--- config.mk ---
export PLATFORM = sky130hd
export DESIGN_NAME = inst_fetch_unit
export DESIGN_NICKNAME = d
export VERILOG_FILES = /design/src/rtl/fetch_pkg.sv /design/src/rtl/inst_legal_check.sv /design/src/rtl/inst_fetch_unit.sv
export SDC_FILE = /design/constraint.sdc
export NUM_CORES = 1
export LEC_CHECK = 0
export BUFFER_PORTS_ARGS = -buffer_cell sky130_fd_sc_hd__buf_2
export CELL_PAD_IN_SITES_DETAIL_PLACEMENT = 1
export CELL_PAD_IN_SITES_GLOBAL_PLACEMENT = 1
export CORE_ASPECT_RATIO = 0.7
export CORE_MARGIN = 5
export CORE_UTILIZATION = 44
export DETAILED_ROUTE_END_ITERATION = 8
export PLACE_DENSITY_LB_ADDON = 0.1
export SYNTH_ARGS = -nofsm -noshare
export SYNTH_HDL_FRONTEND = slang
export SYNTH_SLANG_ARGS = --single-unit
--- constraint.sdc ---
create_clock -name clk -period 6.25 [get_ports clk]
set_clock_uncertainty 0.15 [all_clocks]
set_input_delay 0.9375 -clock clk [delete_from_list [all_inputs] [get_ports clk]]
set_output_delay 0.9375 -clock clk [all_outputs]
set_load 0.05 [all_outputs]
--- src/rtl/fetch_pkg.sv ---
// Shared types and constants for the instruction fetch unit.
// Used by inst_fetch_unit and, with INST_FETCH_ILLEGAL_CHECK_EN, by inst_legal_check.
package fetch_pkg;

  typedef enum logic [1:0] {
    IDLE  = 2'd0,
    REQ   = 2'd1,
    OUT   = 2'd2,
    DRAIN = 2'd3
  } fetch_state_e;

  localparam logic [4:0] OP_LOAD   = 5'd0;
  localparam logic [4:0] OP_OPIMM  = 5'd4;
  localparam logic [4:0] OP_AUIPC  = 5'd5;
  localparam logic [4:0] OP_STORE  = 5'd8;
  localparam logic [4:0] OP_OP     = 5'd12;
  localparam logic [4:0] OP_LUI    = 5'd13;
  localparam logic [4:0] OP_BRANCH = 5'd24;
  localparam logic [4:0] OP_JALR   = 5'd25;
  localparam logic [4:0] OP_JAL    = 5'd27;

  localparam int INST_STEP = 4;

  function automatic logic opcode_is_legal(input logic [4:0] op);
    case (op)
      OP_LOAD, OP_OPIMM, OP_AUIPC, OP_STORE, OP_OP,
      OP_LUI, OP_BRANCH, OP_JALR, OP_JAL: opcode_is_legal = 1'b1;
      default:                            opcode_is_legal = 1'b0;
    endcase
  endfunction

endpackage

--- src/rtl/inst_legal_check.sv ---
// Combinational legality check of an instruction's low seven bits:
// a 32-bit encoding (bits [1:0] == 2'b11) with a supported major opcode.
module inst_legal_check
  import fetch_pkg::*;
(
  input  logic [6:0] inst_lo,
  output logic       legal
);

  always_comb begin
    legal = (inst_lo[1:0] == 2'b11) && opcode_is_legal(inst_lo[6:2]);
  end

endmodule

--- src/rtl/inst_fetch_unit.sv ---
// Instruction fetch unit: PC, single-outstanding memory fetch, decode handshake, redirects.
// Optional macro INST_FETCH_ILLEGAL_CHECK_EN adds the illegal_inst output.
module inst_fetch_unit
  import fetch_pkg::*;
#(
  parameter int                ADDR_W   = 32,
  parameter logic [ADDR_W-1:0] RESET_PC = '0,
  parameter int                INST_W   = 32
) (
  input  logic              clk,
  input  logic              rst_n,
  output logic              imem_req,
  output logic [ADDR_W-1:0] imem_addr,
  input  logic              imem_ack,
  input  logic [INST_W-1:0] imem_rdata,
  output logic              inst_valid,
  input  logic              inst_ready,
  output logic [INST_W-1:0] inst_out,
  output logic [ADDR_W-1:0] inst_pc,
  output logic [4:0]        opcode_out,
  input  logic              redirect_valid,
  input  logic [ADDR_W-1:0] redirect_pc,
`ifdef INST_FETCH_ILLEGAL_CHECK_EN
  output logic              illegal_inst,
`endif
  output logic [31:0]       fetch_count
);

  fetch_state_e      state_q, state_d;
  logic [ADDR_W-1:0] pc_q, pc_d;
  logic [INST_W-1:0] inst_q, inst_d;
  logic [ADDR_W-1:0] inst_pc_q, inst_pc_d;
  logic [31:0]       fetch_count_q, fetch_count_d;
  logic [ADDR_W-1:0] target_q, target_d;
  logic [ADDR_W-1:0] redir_tgt;

  assign redir_tgt = {redirect_pc[ADDR_W-1:2], 2'b00};

  always_ff @(posedge clk or negedge rst_n) begin
    if (!rst_n) begin
      state_q <= IDLE;
    end else begin
      state_q <= state_d;
    end
  end

  always_comb begin
    state_d = state_q;
    case (state_q)
      IDLE:  state_d = REQ;
      REQ: begin
        if (redirect_valid && !imem_ack) state_d = DRAIN;
        else if (!redirect_valid && imem_ack) state_d = OUT;
      end
      OUT:   if (redirect_valid || inst_ready) state_d = REQ;
      DRAIN: if (imem_ack) state_d = REQ;
      default: state_d = IDLE;
    endcase
  end

  // Datapath next values; a redirect always wins over the sequential pc+4.
  always_comb begin
    pc_d          = pc_q;
    inst_d        = inst_q;
    inst_pc_d     = inst_pc_q;
    fetch_count_d = fetch_count_q;
    target_d      = target_q;
    case (state_q)
      IDLE: if (redirect_valid) pc_d = redir_tgt;
      REQ: begin
        if (redirect_valid) begin
          if (imem_ack) pc_d = redir_tgt;
          else          target_d = redir_tgt;
        end else if (imem_ack) begin
          inst_d    = imem_rdata;
          inst_pc_d = pc_q;
        end
      end
      OUT: begin
        if (inst_ready) fetch_count_d = fetch_count_q + 32'd1;
        if (redirect_valid)  pc_d = redir_tgt;
        else if (inst_ready) pc_d = pc_q + ADDR_W'(INST_STEP);
      end
      DRAIN: begin
        if (redirect_valid) target_d = redir_tgt;
        if (imem_ack) pc_d = redirect_valid ? redir_tgt : target_q;
      end
      default: ;
    endcase
  end

  always_ff @(posedge clk or negedge rst_n) begin
    if (!rst_n) begin
      pc_q          <= RESET_PC;
      inst_q        <= '0;
      inst_pc_q     <= '0;
      fetch_count_q <= '0;
      target_q      <= '0;
    end else begin
      pc_q          <= pc_d;
      inst_q        <= inst_d;
      inst_pc_q     <= inst_pc_d;
      fetch_count_q <= fetch_count_d;
      target_q      <= target_d;
    end
  end

  // pc_q is not touched while a request is pending, so it doubles as the held address.
  always_comb begin
    imem_req    = (state_q == REQ) || (state_q == DRAIN);
    imem_addr   = pc_q;
    inst_valid  = (state_q == OUT);
    inst_out    = inst_q;
    inst_pc     = inst_pc_q;
    opcode_out  = inst_q[6:2];
    fetch_count = fetch_count_q;
  end

`ifdef INST_FETCH_ILLEGAL_CHECK_EN
  logic inst_legal;

  inst_legal_check u_legal (
    .inst_lo (inst_q[6:0]),
    .legal   (inst_legal)
  );

  assign illegal_inst = inst_valid && !inst_legal;
`endif

endmodule

* Word level (Yosys, flattened, before mapping)
Index checks and enable logic that the tools add are counted.
** Cells by class
- Multiplexer cells :: 16
- $add $sub $neg :: 2
- Bitwise operators :: 1
- Reduce and logical (&&, ||, !) cells :: 13
- Equal/unequal tests :: 11
** Operators by type and width (number)
- $mux W32 :: 9
- $pmux W32 S4 :: 1
- $pmux W32 S2 :: 1
- $add A32 B1 Y32 const B :: 1
- $add A32 B3 Y32 const B :: 1
- $ne A2 B2 Y1 const B :: 5
- $reduce_and A3 Y1 :: 3
- $mux W2 :: 4
- $pmux W2 S4 :: 1
- $reduce_and A5 Y1 :: 1
- $eq A2 B2 Y1 const B :: 2
- $ne A3 B1 Y1 const B :: 1
- $ne A3 B3 Y1 const B :: 1
- $eq A2 B1 Y1 const B :: 1
- $logic_and A1 B1 Y1 :: 2
- $logic_not A1 Y1 :: 2
- $logic_not A2 Y1 :: 1
- $logic_or A1 B1 Y1 :: 2
- $ne A2 B1 Y1 const B :: 1
- $reduce_and A2 Y1 :: 1
- $reduce_bool A2 Y1 :: 1
- $not A1 Y1 :: 1
** Word-level totals
- Input bits :: 69
- Word-level logic and storage cells :: 49
- Flip-flop bits (word level) :: 162

* Logic depth before layout (Yosys ltp)
Gate-level depths: netlist (run 1).
- Depth after elaboration :: 5
- Gate-level depth with buffers :: 9
- Depth with buffers taken out :: 6

* Worst setup path before layout (run 1)
Ideal clock, no wire load.
- Kind :: input to register
- Start :: in redirect_valid
- End :: reg inst_pc_q[5], in the netlist inst_pc[5]
- Data required time :: 5975 ps
- Data arrival time :: 2466 ps
- Slack :: 3509 ps
- Stages :: 7
- Library setup time :: 125 ps
- Cells stage by stage :: clkbuf_1 > inv_1 > ha_1 > nand3_1 > buf_2 > clkbuf_1 > mux2_2
** On the way
- Longest elaborated chain between the ends :: 2
** RTL lines
- from (decl) :: RTL line inst_fetch_unit.sv:21 : input logic redirect_valid,
- $not A1 Y1 (no line)
- $reduce_and A3 Y1 (no line)
- to (signal assigned) :: RTL line inst_fetch_unit.sv:102 : inst_pc_q <= inst_pc_d;
- to (decl) :: RTL line inst_fetch_unit.sv:32 : logic [ADDR_W-1:0] inst_pc_q, inst_pc_d;
No other way between the ends.
A chain may end at the register's enable or synchronous reset.

* Worst setup path in the final report (run 1)
- Start :: reg state_q[0]
- End :: out inst_valid
** On the way
- Longest elaborated chain between the ends :: 1
** RTL lines
- from (decl) :: RTL line inst_fetch_unit.sv:29 : fetch_state_e state_q, state_d;
- from (signal assigned) :: RTL line inst_fetch_unit.sv:43 : state_q <= state_d;
- $eq A2 B2 Y1 :: RTL line inst_fetch_unit.sv:112 : inst_valid = (state_q == OUT);
- to (decl) :: RTL line inst_fetch_unit.sv:16 : output logic inst_valid,
No other way between the ends.

==> flow_metrics.tcl, run 1 <==
set metrics [dict create \
    syn_to_final_growth_pct 22.28 \
    cp.arrival_ps 2290 \
    fin_crit_sh 0.5405 \
    htreeDepth 4 \
    p_comb_frac 0.457 \
    gp_congestion 0.8373 \
    fmaxAchievable_mhz 296.0 \
    fin_nets 952 \
    syn_nets 773 \
    period_needed_ps 3378 \
    power.density_nw_per_um2 544.2 \
    whs_ps 320.6 \
    die_y_um 120.8 \
    dieWidth_um 168.3 \
    synthArstFlopShare 1.000 \
    first_pass_iters 4 \
    maxSlewHeadroom 0.2162 \
    cp.required_ps 5160 \
    slowest_stage "dfrtp_1" \
    cts_buffer_depth 2 \
    ctsRootBufferMaster "clkbuf_16" \
    track_usage 0.2357 \
    switchingPower_w 0.002552 \
    hold_violations 0 \
    drive_gt1_frac 0.3789 \
    r2r_slack_ps 3020 \
    rows 40 \
    cap_violations 0 \
    fin_cells 1124 \
    worstHoldStart "fetch_count[31]$_DFFE_PN0P_" \
    post-route-drc-count 0 \
    synth-seq-cells 162 \
    ys_seq_area_frac 0.5250 \
    cts_hold_buf 0 \
    ant_nets 0 \
    crit_chain "buf_4 > nand2b_1 > inv_1 > buf_2" \
    syn_avg_cell_area_um2 11.03 \
    crit_fanout 30 \
    endpoint_kind "output pin" \
    antenna_found_initial 1 \
    cts-resized-gates 0 \
    drt-initial-drc-count 437 \
    cts.sinks 162 \
    rsz0062_at_grt "no" \
    postSynthCellCount 700 \
    vias_per_cell 5.759 \
    clkPwrFrac 0.196 \
    ir_drop_mv 0.2951 \
    path_buf_inv 3 \
    final.setup.tns_ps 0 \
    synth_area_um2 7721 \
    p_leak_nw 4.411 \
    die-area_um2 20340 \
    hold_path_depth 1 \
    timing.rr.end "imem_addr[30]$_DFFE_PN0P_" \
    whs_endpoint "fetch_count[31]$_DFFE_PN0P_" \
    p_int_w 0.002586 \
    grt_start_max_net_pins 112 \
    cts_buffers 17 \
    ys_types 64 \
    fp.coreArea_um2 17220 \
    p_sw_frac 0.4966 \
    status "finished clean" \
    avgRoutedWirePerCell_um 21.34 \
    post_cts_buffers 0 \
    cts_tree "built" \
    io_buffers 201 \
    slowest_delay_ps 760 \
    grt_overflow 0 \
    start_util 0.4485 \
    setup_viol 0 \
    insertion_delay_ps 430 \
    crit_path_start_kind "register" \
    dp_hpwl_mm 16.79 \
    synth_edf_count 0 \
    pwr-share-seq 0.347 \
    reg2reg_from "state_q[0]$_DFFE_PN0P_" \
    nFillCells 1944 \
    hold_path_class "register to register" \
    cts.clk_slew.worst_paths_ps 70 \
    multiInputGateArea_um2 3432 \
    boundaryPins 204 \
    vias 6473 \
    final_core_util 0.5484 \
    grt_pass1_wl_mm 37.88 \
    regArea_um2 4054 \
    r2r_cells 6 \
    crit_family "buffers and inverters" \
    synthFlopType "dfrtp_1" \
    drt_wl_total_mm 23.98 \
    worst_pin_slew_ps 1165 \
    maxSlewViolCount 0 \
    ys_warn_count 0 \
    crit_type "register to output pin" \
    grt_pass1_vias 6854 \
    dp_cells 1091 \
]
-- synth_stat cells, types with 6 or more instances --
| cell type | count | area, um^2 |
|---|---|---|
| nor3_1 | 6 | 30.03 |
| and3_1 | 19 | 118.9 |
| nor2_1 | 26 | 97.59 |
| clkbuf_1 | 26 | 97.59 |
| a22o_1 | 9 | 78.83 |
| xor2_1 | 7 | 61.31 |
| buf_2 | 7 | 35.03 |
| xnor2_1 | 28 | 245.2 |
| dfrtp_1 | 162 | 4054 |
| a221oi_1 | 11 | 96.34 |
| mux2_2 | 86 | 968.4 |
| nand3_1 | 34 | 170.2 |
| buf_4 | 7 | 52.55 |
| a21oi_1 | 24 | 120.1 |
| o21ai_0 | 44 | 220.2 |
| and4_1 | 6 | 52.55 |
| nand4_1 | 19 | 118.9 |
| nand2_1 | 59 | 221.5 |
| inv_1 | 13 | 48.80 |
-- power by group through the flow --
stage / Combinational (W) / Clock, W / Sequential, W
2_1_floorplan: 0.000747 / 0 / 0.00275
3_3_place_gp: 0.00230 / 0 / 0.00175
3_5_place_dp: 0.00236 / 0 / 0.00179
4_1_cts: 0.00237 / 0.00103 / 0.00178
5_1_grt: 0.00247 / 0.00107 / 0.00183
6_report: 0.00235 / 0.00101 / 0.00178
-- per-layer routing --
layer,wire length (um),GRT usage,vias up,share of wire
li1,-,-,2908,-
met1,10700,0.3158,3360,0.45
met2,11730,0.3977,183,0.49
met3,1308,0.04706,20,0.055
met4,230,0.05474,2,0.0096
met5,8,0,-,0.00033
-- layout make-up --
cell class	instances	share of cell area
Tap cell	231	0.03061
Clock buffer	18	0.04651
Timing Repair Buffer	206	0.1112
Antenna cell	1	0.0002650
Multi-Input combinational cell	478	0.3635
Inverter	14	0.005566
Sequential cell	162	0.4294
Clock inverter	14	0.01299
-- kinds of logic after synthesis --
kind of cell,count (synthesis),share of synthesized area
adder cells (fa/ha/maj),4,0.006482
AND/OR/NAND/NOR,210,0.1457
multiplexers,90,0.1306
AO/OA/AOI/OAI,139,0.1186
XOR/XNOR,35,0.03970
flip-flops,162,0.5250
buffers and inverters,60,0.03387
-- sequential cells by signal, summed over array words and instances (netlist names) --
name,cells
state_q,2
fetch_count,32
inst_pc,32
inst_out,32
imem_addr,32
target_q,32
-- stage by stage --
| stage | setup slack, ps | total power [W] | instance area, um^2 |
|---|---|---|---|
| 6_report | 2872 | 0.005138 | 9442 |
| 5_1_grt | 2771 | 0.005369 | 9439 |
| 4_1_cts | 2894 | 0.005178 | 9439 |
| 3_5_place_dp | 2765 | 0.004155 | 8877 |
| 3_3_place_gp | 2842 | 0.004053 | 8877 |
| 2_1_floorplan | 3509 | 0.003494 | 7721 |
-- cells in the final DEF (no fill, tap or decap), types with 5 or more instances in the layout --
master	synthesis	routed
nand3_1	34	33
nand2_1	59	59
a22oi_1	5	5
nor3_1	6	6
a31oi_1	5	5
o21ai_0	44	43
xnor2_1	28	28
and4_1	6	6
and2_1	5	5
a22o_1	9	9
and3_1	19	19
o211ai_1	5	5
nor2_1	26	26
mux2_2	86	86
buf_2	7	200
a221oi_1	11	11
inv_1	13	13
nand4_1	19	19
buf_4	7	5
clkbuf_16	0	17
a21oi_1	24	24
xor2_1	7	7
dfrtp_1	162	162
o22ai_1	5	5
-- worst max-delay path by stage --
| stage | endpoint | cells after the start | slack (ps) | start |
|---|---|---|---|---|
| floorplan | inst_pc[5]$_DFFE_PN0P_ | 7 | 3510 | redirect_valid |
| global placement | inst_pc[13]$_DFFE_PN0P_ | 5 | 2840 | redirect_valid |
| detailed placement | inst_out[14]$_DFFE_PN0P_ | 5 | 2760 | redirect_valid |
| CTS | inst_valid | 4 | 2890 | state_q[0]$_DFFE_PN0P_ |
| global route | inst_valid | 4 | 2770 | state_q[0]$_DFFE_PN0P_ |
| finish | inst_valid | 4 | 2870 | state_q[0]$_DFFE_PN0P_ |
No activity file was read; power rests on OpenSTA's default activity.
==> inputs of run 2 (changes only) <==
--- a/config.mk
+++ b/config.mk
@@ -10,7 +10,7 @@
 export CELL_PAD_IN_SITES_GLOBAL_PLACEMENT = 1
 export CORE_ASPECT_RATIO = 0.7
 export CORE_MARGIN = 5
-export CORE_UTILIZATION = 44
+export CORE_UTILIZATION = 41
 export DETAILED_ROUTE_END_ITERATION = 8
 export PLACE_DENSITY_LB_ADDON = 0.1
 export SYNTH_ARGS = -nofsm -noshare
==> constraint.sdc (replaced) <==
create_clock -name clk -period 3.24 [get_ports clk]
set_clock_uncertainty 0.15 [all_clocks]
set_input_delay 0.486 -clock clk [delete_from_list [all_inputs] [get_ports clk]]
set_output_delay 0.486 -clock clk [all_outputs]
set_load 0.05 [all_outputs]
==> flow_metrics.tcl, run 2 (synthesized netlist as in run 1, its figures left out) <==
set metrics [dict create \
    crit_fanout 14 \
    syn_to_final_growth_pct 24.74 \
    dieWidth_um 174.0 \
    start_util 0.4127 \
    fp.coreArea_um2 18710 \
    period_needed_ps 2658 \
    cts.sinks 162 \
    grt_pass1_vias 6838 \
    cts_buffer_depth 2 \
    io_buffers 201 \
    worst_pin_slew_ps 672.5 \
    nFillCells 2080 \
    cap_violations 0 \
    p_leak_nw 4.517 \
    cts.clk_slew.worst_paths_ps 70 \
    final.setup.tns_ps 0 \
    cts_buffers 17 \
    post-route-drc-count 0 \
    power.density_nw_per_um2 1055 \
    setup_viol 0 \
    crit_type "register to register" \
    track_usage 0.2233 \
    rows 42 \
    crit_path_start_kind "register" \
    hold_path_class "input port to register" \
    ant_nets 0 \
    avgRoutedWirePerCell_um 20.64 \
    maxSlewHeadroom 0.5475 \
    post_cts_buffers 0 \
    insertion_delay_ps 430 \
    final_common_cell "buf_2" \
    endpoint_kind "register" \
    drt_wl_total_mm 23.71 \
    die_y_um 124.8 \
    first_pass_iters 4 \
    rsz0062_at_grt "no" \
    ctsRootBufferMaster "clkbuf_16" \
    status "finished clean" \
    hold_violations 0 \
    ir_drop_mv 0.4912 \
    grt_pass1_wl_mm 38.96 \
    dp_hpwl_mm 17.68 \
    gp_congestion 0.8401 \
    power_w 0.01016 \
    cts_hold_buf 1 \
    cts_tree "built" \
    boundaryPins 204 \
    vias 6397 \
    htreeDepth 4 \
    drive_gt1_frac 0.3852 \
    cp.arrival_ps 2830 \
    maxSlewViolCount 0 \
    cts-resized-gates 0 \
    fmaxAchievable_mhz 376.2 \
    fin_nets 966 \
    vias_per_cell 5.567 \
    antenna_found_initial 1 \
    drt-initial-drc-count 414 \
    fin_crit_sh 0.8203 \
    grt_start_max_net_pins 73 \
    grt_overflow 0 \
    final_cell_mix "buf_2 (200), dfrtp_1 (162), mux2_2 (86)" \
    cp.required_ps 3420 \
    die-area_um2 21720 \
]
## run 2: layout make-up
cell class | instances | area (um^2) | area share
Clock buffer | 20 | 446.7 | 0.04638
Timing Repair Buffer | 220 | 1170 | 0.1215
Clock inverter | 12 | 178.9 | 0.01858
Multi-Input combinational cell | 478 | 3425 | 0.3555
Tap cell | 242 | 302.8 | 0.03144
Sequential cell | 162 | 4054 | 0.4209
Antenna cell | 1 | 2.502 | 0.0002598
Inverter | 14 | 52.55 | 0.005456
## run 2: critical path, stage by stage (launching register included)
cell and delay (ps):
dfrtp_1 570, and3b_1 490, nand4_1 280, nor4_1 680
nand4_1 210, xnor2_1 160
## run 2: routing by layer
metal | wire [um] | GRT usage
met3 | 1345 | 0.03975
met1 | 10880 | 0.3122
met4 | 238 | 0.06980
met5 | 0 | 0
met2 | 11250 | 0.3550
## run 2: worst paths after layout
check / cells after the start / from / slack, ps / end
max: 5 / state_q[0]$_DFFE_PN0P_ / 580 / fetch_count[26]$_DFFE_PN0P_
min: 2 / imem_rdata[11] / 130 / inst_out[11]$_DFFE_PN0P_
max in group asynchronous: 3 / rst_n / 1540 / imem_addr[9]$_DFFE_PN0P_
min in group asynchronous: 2 / rst_n / 470 / inst_out[14]$_DFFE_PN0P_
max reg2reg: 5 / state_q[0]$_DFFE_PN0P_ / 580 / fetch_count[26]$_DFFE_PN0P_
min reg2reg: 1 / fetch_count[31]$_DFFE_PN0P_ / 330 / fetch_count[31]$_DFFE_PN0P_
## run 2: where the power goes
part | internal, W | total [W] | leakage [nW] | switching, W
clock | 0.00132 | 0.00218 | 0.309 | 0.000865
sequential | 0.00274 | 0.00339 | 2.00 | 0.000648
combinational | 0.00125 | 0.00459 | 2.21 | 0.00334
## run 2: stage by stage
stage | hold WS (ps) | instance area, um^2 | setup slack [ps] | util | cells
detailed placement | 321.4 | 8994 | 553.4 | 0.4807 | 1115
global placement | 309.3 | 8994 | 643.7 | 0.4807 | 1115
floorplan | 40.41 | 7721 | 658.7 | - | 700
global route | 126.5 | 9632 | 371.8 | 0.5148 | 1149
CTS | 119.6 | 9629 | 592.0 | 0.5147 | 1148
finish | 128.8 | 9632 | 582.2 | 0.5148 | 1149
==> inputs of run 3 (changes only) <==
==> constraint.sdc (replaced) <==
create_clock -name clk -period 2.45 [get_ports clk]
set_clock_uncertainty 0.15 [all_clocks]
set_input_delay 0.3675 -clock clk [delete_from_list [all_inputs] [get_ports clk]]
set_output_delay 0.3675 -clock clk [all_outputs]
set_load 0.05 [all_outputs]
==> flow_metrics.tcl, run 3 (synthesized netlist as in run 1, its figures left out) <==
set metrics [dict create \
    status "finished clean" \
    rows 42 \
    ctsRootBufferMaster "clkbuf_16" \
    cts-resized-gates 0 \
    crit_type "register to register" \
    rsz0062_at_grt "no" \
    clkPwrFrac 0.201 \
    insertion_delay_ps 430 \
    worst_pin_slew_ps 622.2 \
    fmaxAchievable_mhz 427.7 \
    grt_pass1_wl_mm 38.13 \
    htreeDepth 4 \
    nFillCells 2091 \
    boundaryPins 204 \
    hold_violations 0 \
    post-route-drc-count 0 \
    grt_pass1_vias 6762 \
    power.density_nw_per_um2 1362 \
    ir_drop_mv 0.5198 \
    regArea_um2 4058 \
    cts_buffer_depth 2 \
    fin_crit_sh 0.9543 \
    final_common_cell "buf_2" \
    multiInputGateArea_um2 3425 \
    track_usage 0.2186 \
    pwr-share-seq 0.328 \
    cap_violations 0 \
    grt_overflow 0 \
    dp_hpwl_mm 17.57 \
    cts.sinks 162 \
    avgRoutedWirePerCell_um 20.04 \
    crit_fanout 7 \
    p_leak_nw 4.616 \
    drive_gt1_frac 0.4065 \
    period_needed_ps 2338 \
    final.setup.tns_ps 0 \
    antenna_found_initial 1 \
    die-area_um2 21720 \
    p_int_w 0.006951 \
    cp.arrival_ps 2530 \
    power_w 0.01340 \
    setup_viol 0 \
    grt_start_max_net_pins 58 \
    cts.clk_slew.worst_paths_ps 70 \
    ant_nets 0 \
    crit_path_start_kind "register" \
    cp.required_ps 2650 \
    cts_tree "built" \
    whs_ps 19.69 \
    vias 6448 \
    io_buffers 201 \
    switchingPower_w 0.006445 \
    cts_buffers 17 \
    final_cell_mix "buf_2 (200), dfrtp_1 (159), mux2_2 (86)" \
    fp.coreArea_um2 18710 \
    first_pass_iters 5 \
    endpoint_kind "register" \
    maxSlewViolCount 0 \
    gp_congestion 0.8130 \
    fin_nets 990 \
    p_sw_frac 0.4811 \
    syn_to_final_growth_pct 27.35 \
    drt_wl_total_mm 23.50 \
    hold_path_class "input port to register" \
    vias_per_cell 5.497 \
    die_y_um 124.8 \
    drt-initial-drc-count 326 \
    start_util 0.4127 \
    p_comb_frac 0.471 \
    dieWidth_um 174.0 \
    maxSlewHeadroom 0.5808 \
]
[run 3: power groups by stage]
stage | clock, W | combinational (W) | sequential, W
floorplan | 0 | 0.00191 | 0.00701
global route | 0.00288 | 0.00666 | 0.00454
CTS | 0.00275 | 0.00636 | 0.00440
global placement | 0 | 0.00622 | 0.00436
detailed placement | 0 | 0.00633 | 0.00445
finish | 0.00269 | 0.00631 | 0.00440
[run 3: layer usage]
metal / up-vias / track usage / share of wire
met5: - / 0 / 0
met3: 25 / 0.04976 / 0.056
met1: 3238 / 0.3069 / 0.47
met2: 193 / 0.3435 / 0.46
li1: 2992 / - / -
met4: 0 / 0.05631 / 0.015
[run 3: area by class of cell]
type	instances	area share
inverters	14	0.005344
well taps	242	0.03079
multi-input cells	478	0.3483
clock buffers	18	0.04466
repair buffers	244	0.1424
flip-flops and latches	162	0.4126
diodes	1	0.0002545
clock inverters	14	0.01565
[run 3: what timing repair did]
action                                 in CTS  in global routing
hold buffers                                1                  0
endpoints found under the hold margin      54                  0
buffers inserted                            0                  0
setup endpoints to repair                   0                  0
[run 3: critical path, cell delays in order (launching register included)]
cell      delay (ps)
dfrtp_2          430
ha_1             220
and3_4           260
nand4_4          130
or3_1            460
or4_1            520
o211ai_1          90
[run 3: path summary, 6_finish.rpt]
check / from / cells after the start / end / slack [ps]
worst max-delay path: imem_addr[2]$_DFFE_PN0P_ / 6 / imem_addr[30]$_DFFE_PN0P_ / 110
worst min-delay path: imem_rdata[28] / 2 / inst_out[28]$_DFFE_PN0P_ / 20
worst max register to register: imem_addr[2]$_DFFE_PN0P_ / 6 / imem_addr[30]$_DFFE_PN0P_ / 110
max in group asynchronous: rst_n / 3 / inst_pc[31]$_DFFE_PN0P_ / 1160
worst min register to register: fetch_count[31]$_DFFE_PN0P_ / 1 / fetch_count[31]$_DFFE_PN0P_ / 320
min in group asynchronous: rst_n / 2 / inst_out[26]$_DFFE_PN0P_ / 340
[run 3: per-stage QoR]
stage	utilization	setup WS [ps]	cell area [um^2]	cells
after global placement	0.4932	157.6	9228	1139
after CTS	0.5255	103.2	9831	1172
after detailed placement	0.4932	131.0	9228	1139
final	0.5256	112.0	9833	1173
after floorplan	-	19.32	7725	700
after global routing	0.5256	18.47	9833	1173
